**config.mk**
```make
export PLATFORM = sky130hd
export DESIGN_NAME = cvxif_mad_unit
export DESIGN_NICKNAME = d
export VERILOG_FILES = /design/src/rtl/cvxif_mad_pkg.sv /design/src/rtl/cvxif_mad_mul_iter.sv /design/src/rtl/cvxif_mad_unit.sv
export SDC_FILE = /design/constraint.sdc
export NUM_CORES = 1
export LEC_CHECK = 0
export CAP_MARGIN = 20
export CORE_MARGIN = 5
export CORE_UTILIZATION = 55
export DETAILED_ROUTE_END_ITERATION = 8
export GPL_ROUTABILITY_DRIVEN = 1
export GPL_TIMING_DRIVEN = 0
export PLACE_DENSITY = 0.89
export SKIP_LAST_GASP = 1
export SYNTH_ARGS = -nofsm -noshare
export SYNTH_HDL_FRONTEND = slang
export SYNTH_HIERARCHICAL = 1
export SYNTH_SLANG_ARGS = --single-unit
```
**constraint.sdc**
```tcl
create_clock -name clk_i -period 7.3 [get_ports clk_i]
set_input_delay 0.73 -clock clk_i [delete_from_list [all_inputs] [get_ports clk_i]]
set_output_delay 0.73 -clock clk_i [all_outputs]
set_load 0.05 [all_outputs]
```
**src/rtl/cvxif_mad_pkg.sv**
```systemverilog
// cvxif_mad_pkg: shared types and encodings for the mad/made.v execution unit
package cvxif_mad_pkg;
  localparam int MAD_XLEN = 32;
  localparam int MAD_ID_W = 4;
  localparam logic [2:0] FUNCT3_MAD = 3'b000;
  localparam logic [2:0] FUNCT3_MADE = 3'b001;
  localparam logic [6:0] OPCODE_MAD = 7'b0110011;
  localparam logic [1:0] FUNCT2_MAD = 2'b11;
  typedef enum logic [1:0] {IDLE, MUL, ADD, RESP} state_t;
  typedef struct packed {
    logic [MAD_ID_W-1:0] id;
    logic [MAD_XLEN-1:0] data;
    logic [4:0] rd;
    logic we;
  } res_t;
  // R4-type encoding with fixed source register fields x1, x2, x3
  function automatic logic [31:0] mad_instr(input logic [2:0] funct3, input logic [4:0] rd);
    return {5'd3, FUNCT2_MAD, 5'd2, 5'd1, funct3, rd, OPCODE_MAD};
  endfunction
endpackage

```
**src/rtl/cvxif_mad_mul_iter.sv**
```systemverilog
// cvxif_mad_mul_iter: iterative radix-2^BitsPerCycle unsigned multiplier
module cvxif_mad_mul_iter #(
  parameter int XLEN = 32,
  parameter int BitsPerCycle = 2
) (
  input  logic              clk,
  input  logic              rst,
  input  logic              start,
  input  logic [XLEN-1:0]   op_a,
  input  logic [XLEN-1:0]   op_b,
  output logic              busy,
  output logic              done,
  output logic [2*XLEN-1:0] product
);
  localparam int N = XLEN / BitsPerCycle;
  localparam int CW = $clog2(N + 1);
  if (BitsPerCycle < 1 || BitsPerCycle > XLEN || XLEN % BitsPerCycle != 0)
    $error("BitsPerCycle must divide XLEN");
  logic [XLEN-1:0] a;
  logic [2*XLEN-1:0] b;
  logic [CW-1:0] cnt;
  // done marks the cycle that retires the last digit
  assign done = busy && cnt == CW'(1);
  always_ff @(posedge clk) begin
    if (rst) begin
      busy <= 1'b0;
      a <= '0;
      b <= '0;
      cnt <= '0;
      product <= '0;
    end else if (start) begin
      busy <= 1'b1;
      a <= op_a;
      b <= {{XLEN{1'b0}}, op_b};
      cnt <= CW'(N);
      product <= '0;
    end else if (busy) begin
      product <= product + b * (2*XLEN)'(a[BitsPerCycle-1:0]);
      a <= a >> BitsPerCycle;
      b <= b << BitsPerCycle;
      cnt <= cnt - 1'b1;
      busy <= !done;
    end
  end
endmodule

```
**src/rtl/cvxif_mad_unit.sv**
```systemverilog
// cvxif_mad_unit: CV-X-IF execution stage for mad/made.v (rs1*rs2 + rs3, low or high half)
module cvxif_mad_unit
  import cvxif_mad_pkg::*;
#(
  parameter int XLEN = 32,
  parameter int IdWidth = 4,
  parameter int BitsPerCycle = 2
) (
  input  logic               clk_i,
  input  logic               rst_i,
  input  logic               issue_valid_i,
  output logic               issue_ready_o,
  input  logic [31:0]        issue_instr_i,
  input  logic [IdWidth-1:0] issue_id_i,
  input  logic [XLEN-1:0]    issue_rs1_i,
  input  logic [XLEN-1:0]    issue_rs2_i,
  input  logic [XLEN-1:0]    issue_rs3_i,
  input  logic               commit_valid_i,
  input  logic [IdWidth-1:0] commit_id_i,
  input  logic               commit_kill_i,
  output logic               result_valid_o,
  input  logic               result_ready_i,
  output logic [IdWidth-1:0] result_id_o,
  output logic [XLEN-1:0]    result_data_o,
  output logic [4:0]         result_rd_o,
  output logic               result_we_o
);
  if (XLEN != MAD_XLEN || IdWidth != MAD_ID_W) $error("result struct width mismatch");
  state_t state;
  res_t res;
  logic committed, sel_hi, mul_busy, mul_done;
  logic issue_fire, result_fire, commit_hit, kill_hit, unused_bits;
  logic [XLEN-1:0] rs3;
  logic [2*XLEN-1:0] product, sum;
  assign issue_ready_o = state == IDLE;
  assign issue_fire = issue_valid_i && issue_ready_o;
  assign result_valid_o = state == RESP && committed;
  assign result_fire = result_valid_o && result_ready_i;
  assign commit_hit = commit_valid_i && !commit_kill_i && commit_id_i == res.id && state != IDLE;
  assign kill_hit = commit_valid_i && commit_kill_i && commit_id_i == res.id && state != IDLE;
  assign sum = product + {{XLEN{1'b0}}, rs3};
  assign result_id_o = res.id;
  assign result_data_o = res.data;
  assign result_rd_o = res.rd;
  assign result_we_o = res.we;
  assign unused_bits = ^{issue_instr_i[31:13], issue_instr_i[6:0], mul_busy};
  cvxif_mad_mul_iter #(.XLEN(XLEN), .BitsPerCycle(BitsPerCycle)) u_mul (
    .clk(clk_i),
    .rst(rst_i),
    .start(issue_fire),
    .op_a(issue_rs1_i),
    .op_b(issue_rs2_i),
    .busy(mul_busy),
    .done(mul_done),
    .product(product)
  );
  always_ff @(posedge clk_i) begin
    if (rst_i) begin
      state <= IDLE;
      res <= '0;
      committed <= 1'b0;
      sel_hi <= 1'b0;
      rs3 <= '0;
    end else begin
      case (state)
        IDLE: if (issue_fire) begin
          state <= MUL;
          res.id <= issue_id_i;
          res.rd <= issue_instr_i[11:7];
          rs3 <= issue_rs3_i;
          sel_hi <= issue_instr_i[12];
          committed <= commit_valid_i && !commit_kill_i && commit_id_i == issue_id_i;
        end
        MUL: state <= kill_hit ? IDLE : mul_done ? ADD : MUL;
        ADD: begin
          state <= kill_hit ? IDLE : RESP;
          res.data <= sel_hi ? sum[2*XLEN-1:XLEN] : sum[XLEN-1:0];
          res.we <= !kill_hit;
        end
        RESP: if (result_fire || kill_hit) begin
          state <= IDLE;
          res.we <= 1'b0;
        end
      endcase
      if (commit_hit) committed <= 1'b1;
    end
  end
endmodule

```
# Word level (Yosys, flattened, before mapping)
# Cells that the tools add are included.
[word_totals] romBits=0 ramBits=0 reg_bits=244 latchBits=0 mem_count=0
[op_classes] bitwise_logic=0 n_shift=0 muxes=20 add_sub_neg=3 order_cmp=0 div_mod_pow=0 n_eq_ne=8 n_mul=1 n_reduce_logical=26
[op_table] cell="$mux W32" n=5
[op_table] cell="$add A64 B32 Y64" n=1
[op_table] cell="$add A64 B64 Y64" n=1
[op_table] cell="$mul A64 B2 Y64" n=1
[op_table] cell="$logic_and A1 B1 Y1" n=11
[op_table] cell="$mux W2" n=5
[op_table] cell="$mux W5" n=2
[op_table] cell="$reduce_bool A2 Y1" n=5
[op_table] cell="$eq A4 B4 Y1" n=2
[op_table] cell="$pmux W2 S4" n=1
[op_table] cell="$reduce_and A2 Y1" n=4
[op_table] cell="$mux W1" n=6
[op_table] cell="$eq A5 B1 Y1 const B" n=1
[op_table] cell="$sub A5 B1 Y5 const B" n=1
[op_table] cell="$eq A2 B2 Y1 const B" n=2
[op_table] cell="$ne A2 B1 Y1 const B" n=2
[op_table] cell="$logic_not A1 Y1" n=3
[op_table] cell="$eq A2 B1 Y1 const B" n=1
[op_table] cell="$logic_not A2 Y1" n=1
[op_table] cell="$pmux W1 S2" n=1
[op_table] cell="$reduce_or A2 Y1" n=1
[op_table] cell="$logic_or A1 B1 Y1" n=1

# Depth between registers and ports, before layout
# Gate-level depths: netlist (run 1).
[depth] ltp_word=6 mapped_depth=17 depth_no_buf=14

# Modules after synthesis
# The synthesis (run 1) kept the hierarchy.
[modules_own_cells] module="cvxif_mad_mul_iter" seq_area_each_um2=3323.2 area_per_inst_um2=12669.7 instances=1 cells_per_inst=1646
[modules_own_cells] module="cvxif_mad_unit" seq_area_each_um2=1561.5 area_per_inst_um2=5489.0 instances=1 cells_per_inst=727

# Worst setup path after synthesis (run 1)
# Ideal clock, no wire load.
[synth_timing] path_kind="reg-to-reg" startpoint="reg u_mul.a[1]" endpoint="reg u_mul.product[63]" synth_period_minus_slack_ps=3961 setup_ps=67 path_buffers=3 slack_ps=3339 t_required_ps=7233 arrival_ps=3893 path_stages_with_launch=17 cell_sequence="dfxtp_1 > clkbuf_1 > clkbuf_1 > nand2_1 > fa_1 > inv_1 > ha_1 > buf_4 > nand2_2 > or4_1 > or3_1 > o211ai_2 > a41o_2 > a21oi_2 > or3_1 > a21o_1 > a21oi_2"
[synth_between] elab_chain_len=2
[synth_rtl] item="start: declaration" line_no="cvxif_mad_mul_iter.sv:19" text="logic [XLEN-1:0] a;"
[synth_rtl] item="start signal: assignment" line_no="cvxif_mad_mul_iter.sv:33" text="a <= op_a;"
[synth_rtl] item="start signal: assignment" line_no="cvxif_mad_mul_iter.sv:39" text="a <= a >> BitsPerCycle;"
[synth_rtl] item="$mul A64 B2 Y64" line_no="cvxif_mad_mul_iter.sv:38" text="product <= product + b * (2*XLEN)'(a[BitsPerCycle-1:0]);"
[synth_rtl] item="$add A64 B64 Y64" line_no="cvxif_mad_mul_iter.sv:38"
[synth_rtl] item="end signal: assignment" line_no="cvxif_mad_mul_iter.sv:38"
[synth_rtl] item="end: declaration" line_no="cvxif_mad_mul_iter.sv:13" text="output logic [2*XLEN-1:0] product"
# No other way between the ends.
# A chain may end at the register's enable or synchronous reset.

# Final worst setup path (run 1)
[layout_timing] startpoint="reg u_mul.a[0]" endpoint="reg u_mul.product[62]"
# The elaborated chain is that of the path after synthesis.

==> run summary, run 1 <==
WP data required - 7.72 ns
top sig layer - met4
post-synth top area share - 26.90%
Syn Inst Count - 2373
Remaining DRCs - 0
global-route wire length before repair - 91.43 mm
DR WL met3 - 4.164 mm
Hold Path Class - reg2reg
Post-CTS Hold Buffers - 0
Port Buffers - 159
vias in the first global route - 17054
Avg WL per Cell - 19.36 um
crit end category - flip-flop
layout cells sized above 1 - 3.135%
CTS sink count - 244
Post CTS Setup Buffer Count - 0
ant diodes - 0
max_slew headroom - 31.57%
Max Slew Vio Count - 0
Tightest Pin Transition - 1.026 ns
Max Cap Violations - 0
register bit count reported by yosys - 244
number of synthesized flops with an enable pin - 0
vias - 17728
unrepaired setup endpoints after global routing - no
setup TNS - 0 ns
Die W - 191.7 um
Num CTS Buffers - 28
Setup crit end - u_mul/product[62]$_SDFFE_PP0P_
post-CTS resize count - 0
WL met2 - 27.10 mm
YS warnings - 6
CP Buf/Inv Count - 3
gpl congestion - 1.018
asr flop ratio synth - 0%
slowest stage delay, CP - 0.76 ns
GR Overflow Total - 0
Power Density - 161.4 nW/um^2
clk buf depth - 3
Mapped Nets - 2676
First-pass DRT Iterations - 6
commonest non-fill, non-tap cell in the layout - nor2_1
largest net degree at the start of global routing - 14
Clock transition at path regs - 0.06 ns
pre-CTS WS - 1.894 ns
Worst Reg-to-Reg Cells - 16
commonest non-fill, non-tap cells in the layout - 305 x nor2_1, 300 x nand2_1, 244 x dfxtp_1
HPWL after detailed placement - 46.85 mm
critical path launch point - u_mul/a[0]$_SDFFE_PP0P_
Worst R2R Start - u_mul/a[0]$_SDFFE_PP0P_
initial antenna violation count - 0
Startpoint Class - flip-flop
H-Tree Level Count - 1
Levels on crit path - 16
crit path time final - 5.645 ns
worst setup margin - 1.655 ns
syn avg cell area - 7.652 sq um
Tot Pwr - 3.439 mW
main area contributors after synthesis - dfxtp_1 27%, mux2i_1 7.4%, fa_1 7.1%, ha_1 6.7%, a21oi_1 6.6%
VDD IR-drop max - 0.0001821 V
final period utilization - 77.32%
Leak - 9.037 nW
TritonCTS clock tree - built
nets@finish - 2865
final instance area - 21310 sq um
I/O pin count - 186
Final Hold Fails - 0
register area share after synthesis - 26.90%
metal1 wirelength - 25.37 mm
reg2reg setup slack - 1.66 ns
post-layout util - 65.49%
status - complete, no violations
FF-to-FF End - u_mul/product[62]$_SDFFE_PP0P_
area grow syn2layout - 17.34%
Die Ht - 191.7 um
Detailed Route WL - 58.57 mm
fmax - 177.2 MHz
cell taking the most area after synthesis - dfxtp_1
critical path's slowest cell - clkbuf_1
CP arrival - 6.06 ns
DRT iter0 DRCs - 1507
post-synthesis cell area - 18160 sq um
critical-path cell list - clkbuf_1 -> clkbuf_1 -> nand2_1 -> fa_1 -> inv_1 -> ha_1 -> a211oi_1 -> nor4_1 -> nor4_2 -> o32ai_1 -> nor2_1 -> o21ai_1 -> a21oi_1 -> o21ai_0 -> xnor2_1 -> o21ai_0
die area - 36750 sq um
Root Buffer Master - clkbuf_16
crit-path max FO - 10
row count - 66
Via-to-Cell Ratio - 5.859
DRT antenna net count - 0
Worst Skew - 0.01329 ns
number of setup violations in the final report - 0
Synth cell types - 85
area post-placement - 20300 sq um
Core ar. - 32540 sq um
CP delay by family, top - compound AO/OA/AOI/OAI gates
Starting Density - 55.81%
most used flip-flop cell after synthesis - dfxtp_1
kind of critical path - reg2reg
worst skew pair latency - 0.56 ns
Tot GR Track Use - 30.84%
-- layout make-up --
class / instances / area [sq um]
Clock inverter: 15 / 207.7
Multi-Input combinational cell: 1794 / 11990
Tap cell: 442 / 553.0
Inverter: 197 / 739.5
Buffer: 138 / 548.0
Clock buffer: 37 / 795.8
Sequential cell: 244 / 4885
Fill cell: 2813 / 11230
Timing Repair Buffer: 159 / 1592
-- worst min-delay path, cell delays in order, from the launching register on --
cell and delay, ns:
dfxtp_1 0.31, nand2_1 0.05, a21oi_1 0.05
-- where the power goes --
group          internal, mW  total [mW]  switching [mW]
clock                 0.941        1.53           0.593
sequential             1.38        1.42          0.0395
combinational         0.188       0.488           0.300
-- Yosys cell counts (11+ instances only) --
master and number:
a211oi_1 13, a21o_1 55, a21oi_1 240, a22oi_1 16, a31oi_1 14, and2_1 23, and3_1 21, buf_1 11
clkbuf_1 116, dfxtp_1 244, fa_1 64, ha_1 97, inv_1 196, mux2i_1 135, nand2_1 300, nand3_1 49
nand4_1 42, nor2_1 305, nor3_1 19, o21a_1 15, o21ai_0 75, o21bai_1 23, o22ai_1 17, o31ai_1 12
or3_1 12, xnor2_1 63, xor2_1 54
-- logic make-up (layout without fill, tap and decap cells) --
family / Yosys count / after routing / synth area share, %
mux: 135 / 135 / 7.442
simple gates: 828 / 828 / 20.16
flops: 244 / 244 / 26.90
fa+ha+maj: 161 / 161 / 13.74
buf+inv: 335 / 546 / 7.090
compound gates: 553 / 553 / 19.02
xor+xnor: 117 / 117 / 5.643
-- metal layers --
metal / track usage [%] / up-vias
li1: - / 8487
met1: 41.47 / 8489
met2: 51.94 / 657
met3: 3.690 / 95
met4: 9.696 / 0
met5: 0 / -
-- worst min path at each step --
stage,startpoint,cells after the start,endpoint
after floorplan,rs3[0]$_SDFFE_PP0P_,2,rs3[0]$_SDFFE_PP0P_
after global placement,result_rd_o[0]$_SDFFE_PP0P_,2,result_rd_o[0]$_SDFFE_PP0P_
after detailed placement,rs3[18]$_SDFFE_PP0P_,2,rs3[18]$_SDFFE_PP0P_
after CTS,rs3[23]$_SDFFE_PP0P_,2,rs3[23]$_SDFFE_PP0P_
after global routing,rs3[18]$_SDFFE_PP0P_,2,rs3[18]$_SDFFE_PP0P_
final,result_rd_o[2]$_SDFFE_PP0P_,2,result_rd_o[2]$_SDFFE_PP0P_
-- per-stage QoR --
stage,hold slack [ns],instances
after global routing,0.4850,3026
after global placement,0.4406,2974
after detailed placement,0.4540,2974
after floorplan,0.4406,2373
final,0.4599,3026
after CTS,0.4626,3026
-- flip-flops by register name (all words and copies together), names as in the netlist --
register,flops
committed,1
sel_hi,1
u_mul/busy,1
rs3,32
state,2
u_mul/a,32
u_mul/product,64
result_we_o,1
result_data_o,32
result_id_o,4
u_mul/cnt,5
result_rd_o,5
u_mul/b,64
Note: power is estimated with default switching activity, not from simulation.
==> run 2: changes to the inputs <==
==> constraint.sdc (replaced) <==
create_clock -name clk_i -period 5.68 [get_ports clk_i]
set_input_delay 0.568 -clock clk_i [delete_from_list [all_inputs] [get_ports clk_i]]
set_output_delay 0.568 -clock clk_i [all_outputs]
set_load 0.05 [all_outputs]
==> run 2 against run 1 <==
The flow now finishes with violations (design-rule violations). Clock-buffer cell count stayed put. Utilization barely moved. Register-to-register slack worse by 1.4 ns. Sequential cell count unchanged. Worst hold slack is essentially flat. Sequential share of layout area about the same. Non-clock buffer count stayed put. Critical path type unchanged. Largest cell class unchanged. Largest power group unchanged.
==> run summary, run 2 (same netlist as run 1, synthesis figures left out) <==
unrepaired setup endpoints after global routing - no (unchanged)
FF-to-FF End - u_mul/product[49]$_SDFFE_PP0P_ (was u_mul/product[62]$_SDFFE_PP0P_)
Via-to-Cell Ratio - 5.853 (was 5.859)
Comb power frac - 14.2% (about the same)
First-pass DRT Iterations - 8 (was 6)
pre-CTS WS - 0.2735 ns (was 1.894 ns)
Tot Pwr - 4.419 mW (was 3.439 mW)
Hold WS - 0.4599 ns (about the same)
Num CTS Buffers - 28 (unchanged)
CTS sink count - 244 (unchanged)
initial antenna violation count - 0 (unchanged)
critical hold path startpoint - result_rd_o[2]$_SDFFE_PP0P_ (unchanged)
row count - 66 (unchanged)
Startpoint Class - flip-flop (unchanged)
Port Buffers - 159 (unchanged)
final period utilization - 96.11% (was 77.32%)
power share of the clock group - 44.6% (about the same)
ant diodes - 0 (unchanged)
max_slew headroom - 31.26% (was 31.57%)
Avg WL per Cell - 19.35 um (was 19.36 um)
kind of critical path - reg2reg (unchanged)
gpl congestion - 1.018 (unchanged)
Die Ht - 191.7 um (unchanged)
clk buf depth - 3 (unchanged)
Detailed Route WL - 58.55 mm (was 58.57 mm)
metal1 wirelength - 25.32 mm (was 25.37 mm)
Max Slew Vio Count - 0 (unchanged)
area post-placement - 20300 sq um (unchanged)
Post CTS Setup Buffer Count - 0 (unchanged)
Worst Skew - 0.01516 ns (was 0.01329 ns)
worst skew pair latency - 0.56 ns (about the same)
Worst R2R Start - u_mul/a[1]$_SDFFE_PP0P_ (was u_mul/a[0]$_SDFFE_PP0P_)
crit path time final - 5.459 ns (was 5.645 ns)
P_int - 3.222 mW (was 2.507 mW)
crit-path max FO - 10 (unchanged)
HPWL after detailed placement - 46.85 mm (unchanged)
Power Density - 207.4 nW/um^2 (was 161.4 nW/um^2)
reg2reg setup slack - 0.22 ns (was 1.66 ns)
vias - 17712 (was 17728)
largest net degree at the start of global routing - 14 (unchanged)
GR Overflow Total - 0 (unchanged)
layout cells sized above 1 - 3.173% (was 3.135%)
Starting Density - 55.81% (unchanged)
top sig layer - met4 (unchanged)
commonest non-fill, non-tap cells in the layout - 305 x nor2_1, 300 x nand2_1, 244 x dfxtp_1 (unchanged)
WP data required - 6.14 ns (was 7.72 ns)
I/O pin count - 186 (unchanged)
vias in the first global route - 17054 (unchanged)
top flop regs - u_mul/b: 64 flops, u_mul/product: 64 flops (unchanged)
Core ar. - 32540 sq um (unchanged)
DR WL met3 - 4.177 mm (was 4.164 mm)
Tot GR Track Use - 30.84% (unchanged)
Final Hold Fails - 0 (unchanged)
# fillers - 2812 (was 2813)
Remaining DRCs - 1 (was 0)
nets@finish - 2865 (unchanged)
TritonCTS clock tree - built (unchanged)
VDD IR-drop max - 0.0002343 V (was 0.0001821 V)
CP arrival - 5.91 ns (was 6.06 ns)
area grow syn2layout - 17.34% (about the same)
final instance area - 21310 sq um (about the same)
failing checks - design-rule violations
Tightest Pin Transition - 1.031 ns (was 1.026 ns)
fmax - 183.2 MHz (was 177.2 MHz)
Switching Share - 27.09% (was 27.11%)
Clock transition at path regs - 0.06 ns (about the same)
WHS Endpoint - result_rd_o[2]$_SDFFE_PP0P_ (unchanged)
status - finished with violations (was complete, no violations)
WL met2 - 27.13 mm (was 27.10 mm)
number of setup violations in the final report - 0 (unchanged)
Die W - 191.7 um (unchanged)
DRT antenna net count - 0 (unchanged)
Leak - 9.041 nW (was 9.037 nW)
DRT iter0 DRCs - 1500 (was 1507)
hold depth - 2 (unchanged)
Hold Path Class - reg2reg (unchanged)
die area - 36750 sq um (unchanged)
Worst Reg-to-Reg Cells - 17 (was 16)
Seq pwr share - 41.2% (about the same)
setup TNS - 0 ns (unchanged)
global-route wire length before repair - 91.43 mm (unchanged)
Max Cap Violations - 0 (unchanged)
worst setup margin - 0.2211 ns (was 1.655 ns)
switching power - 1.197 mW (was 0.9325 mW)
H-Tree Level Count - 1 (unchanged)
crit end category - flip-flop (unchanged)
Root Buffer Master - clkbuf_16 (unchanged)
commonest non-fill, non-tap cell in the layout - nor2_1 (unchanged)
[run 2: changes by cell type in the layout (fill, tap and decap cells not counted)]
cell	delta
clkbuf_1	-1
clkbuf_2	+1
[run 2: critical path, cell delays in order (launching register included)]
cell       delay, ns
dfxtp_1         0.30
clkbuf_1        0.71
clkbuf_1        0.41
nand2_1         0.16
fa_1            0.52
inv_1           0.04
ha_1            0.26
clkbuf_1        0.28
and2_1          0.20
nand2_1         0.06
nor4_1          0.55
nand2_1         0.11
a21oi_1         0.45
o2111ai_1       0.28
nand2_1         0.18
a41oi_1         0.29
and3_1          0.31
o31ai_1         0.23
[run 2: repair_timing]
action,CTS,global route
endpoints found under the hold margin,0,0
setup endpoints to repair,0,4
resized for setup,0,3
hold buffers,0,0
[run 2: how the worst max path moves through the flow]
stage / cells past startpoint / end / start / slack [ns]
2_1_floorplan: 16 / u_mul/product[63]$_SDFFE_PP0P_ / u_mul/a[1]$_SDFFE_PP0P_ / 1.72
3_3_place_gp: 17 / u_mul/product[49]$_SDFFE_PP0P_ / u_mul/a[0]$_SDFFE_PP0P_ / 0.29
3_5_place_dp: 17 / u_mul/product[49]$_SDFFE_PP0P_ / u_mul/a[0]$_SDFFE_PP0P_ / 0.27
4_1_cts: 16 / u_mul/product[62]$_SDFFE_PP0P_ / u_mul/a[0]$_SDFFE_PP0P_ / 0.21
5_1_grt: 17 / u_mul/product[49]$_SDFFE_PP0P_ / u_mul/a[1]$_SDFFE_PP0P_ / 0.009
6_report: 17 / u_mul/product[49]$_SDFFE_PP0P_ / u_mul/a[1]$_SDFFE_PP0P_ / 0.22
[run 2: layer usage]
metal | up-vias | track usage [%]
met5 | - | 0
met4 | 0 | 9.696
met3 | 97 | 3.690
met2 | 644 | 51.94
met1 | 8488 | 41.47
li1 | 8483 | -
[run 2: cell type report]
type | count | area, sq um | area share (%)
Inverter | 197 | 739.5 | 3.470
Clock inverter | 15 | 207.7 | 0.9748
Clock buffer | 37 | 795.8 | 3.735
Tap cell | 442 | 553.0 | 2.595
Timing Repair Buffer | 159 | 1592 | 7.469
Buffer | 138 | 549.3 | 2.578
Sequential cell | 244 | 4885 | 22.92
Multi-Input combinational cell | 1794 | 11990 | 56.25
[run 2: metrics by stage]
step / std cells / utilization, %
2_1_floorplan: 2373 / -
4_1_cts: 3026 / 65.49
3_3_place_gp: 2974 / 62.40
5_1_grt: 3026 / 65.49
6_report: 3026 / 65.49
3_5_place_dp: 2974 / 62.40
[run 2: power by group through the flow]
stage / Sequential (mW) / Clock (mW) / Combinational (mW)
floorplan: 1.85 / 0 / 0.365
global placement: 1.85 / 0 / 0.595
detailed placement: 1.86 / 0 / 0.612
CTS: 1.82 / 2.00 / 0.619
global route: 1.83 / 2.07 / 0.674
finish: 1.82 / 1.97 / 0.627
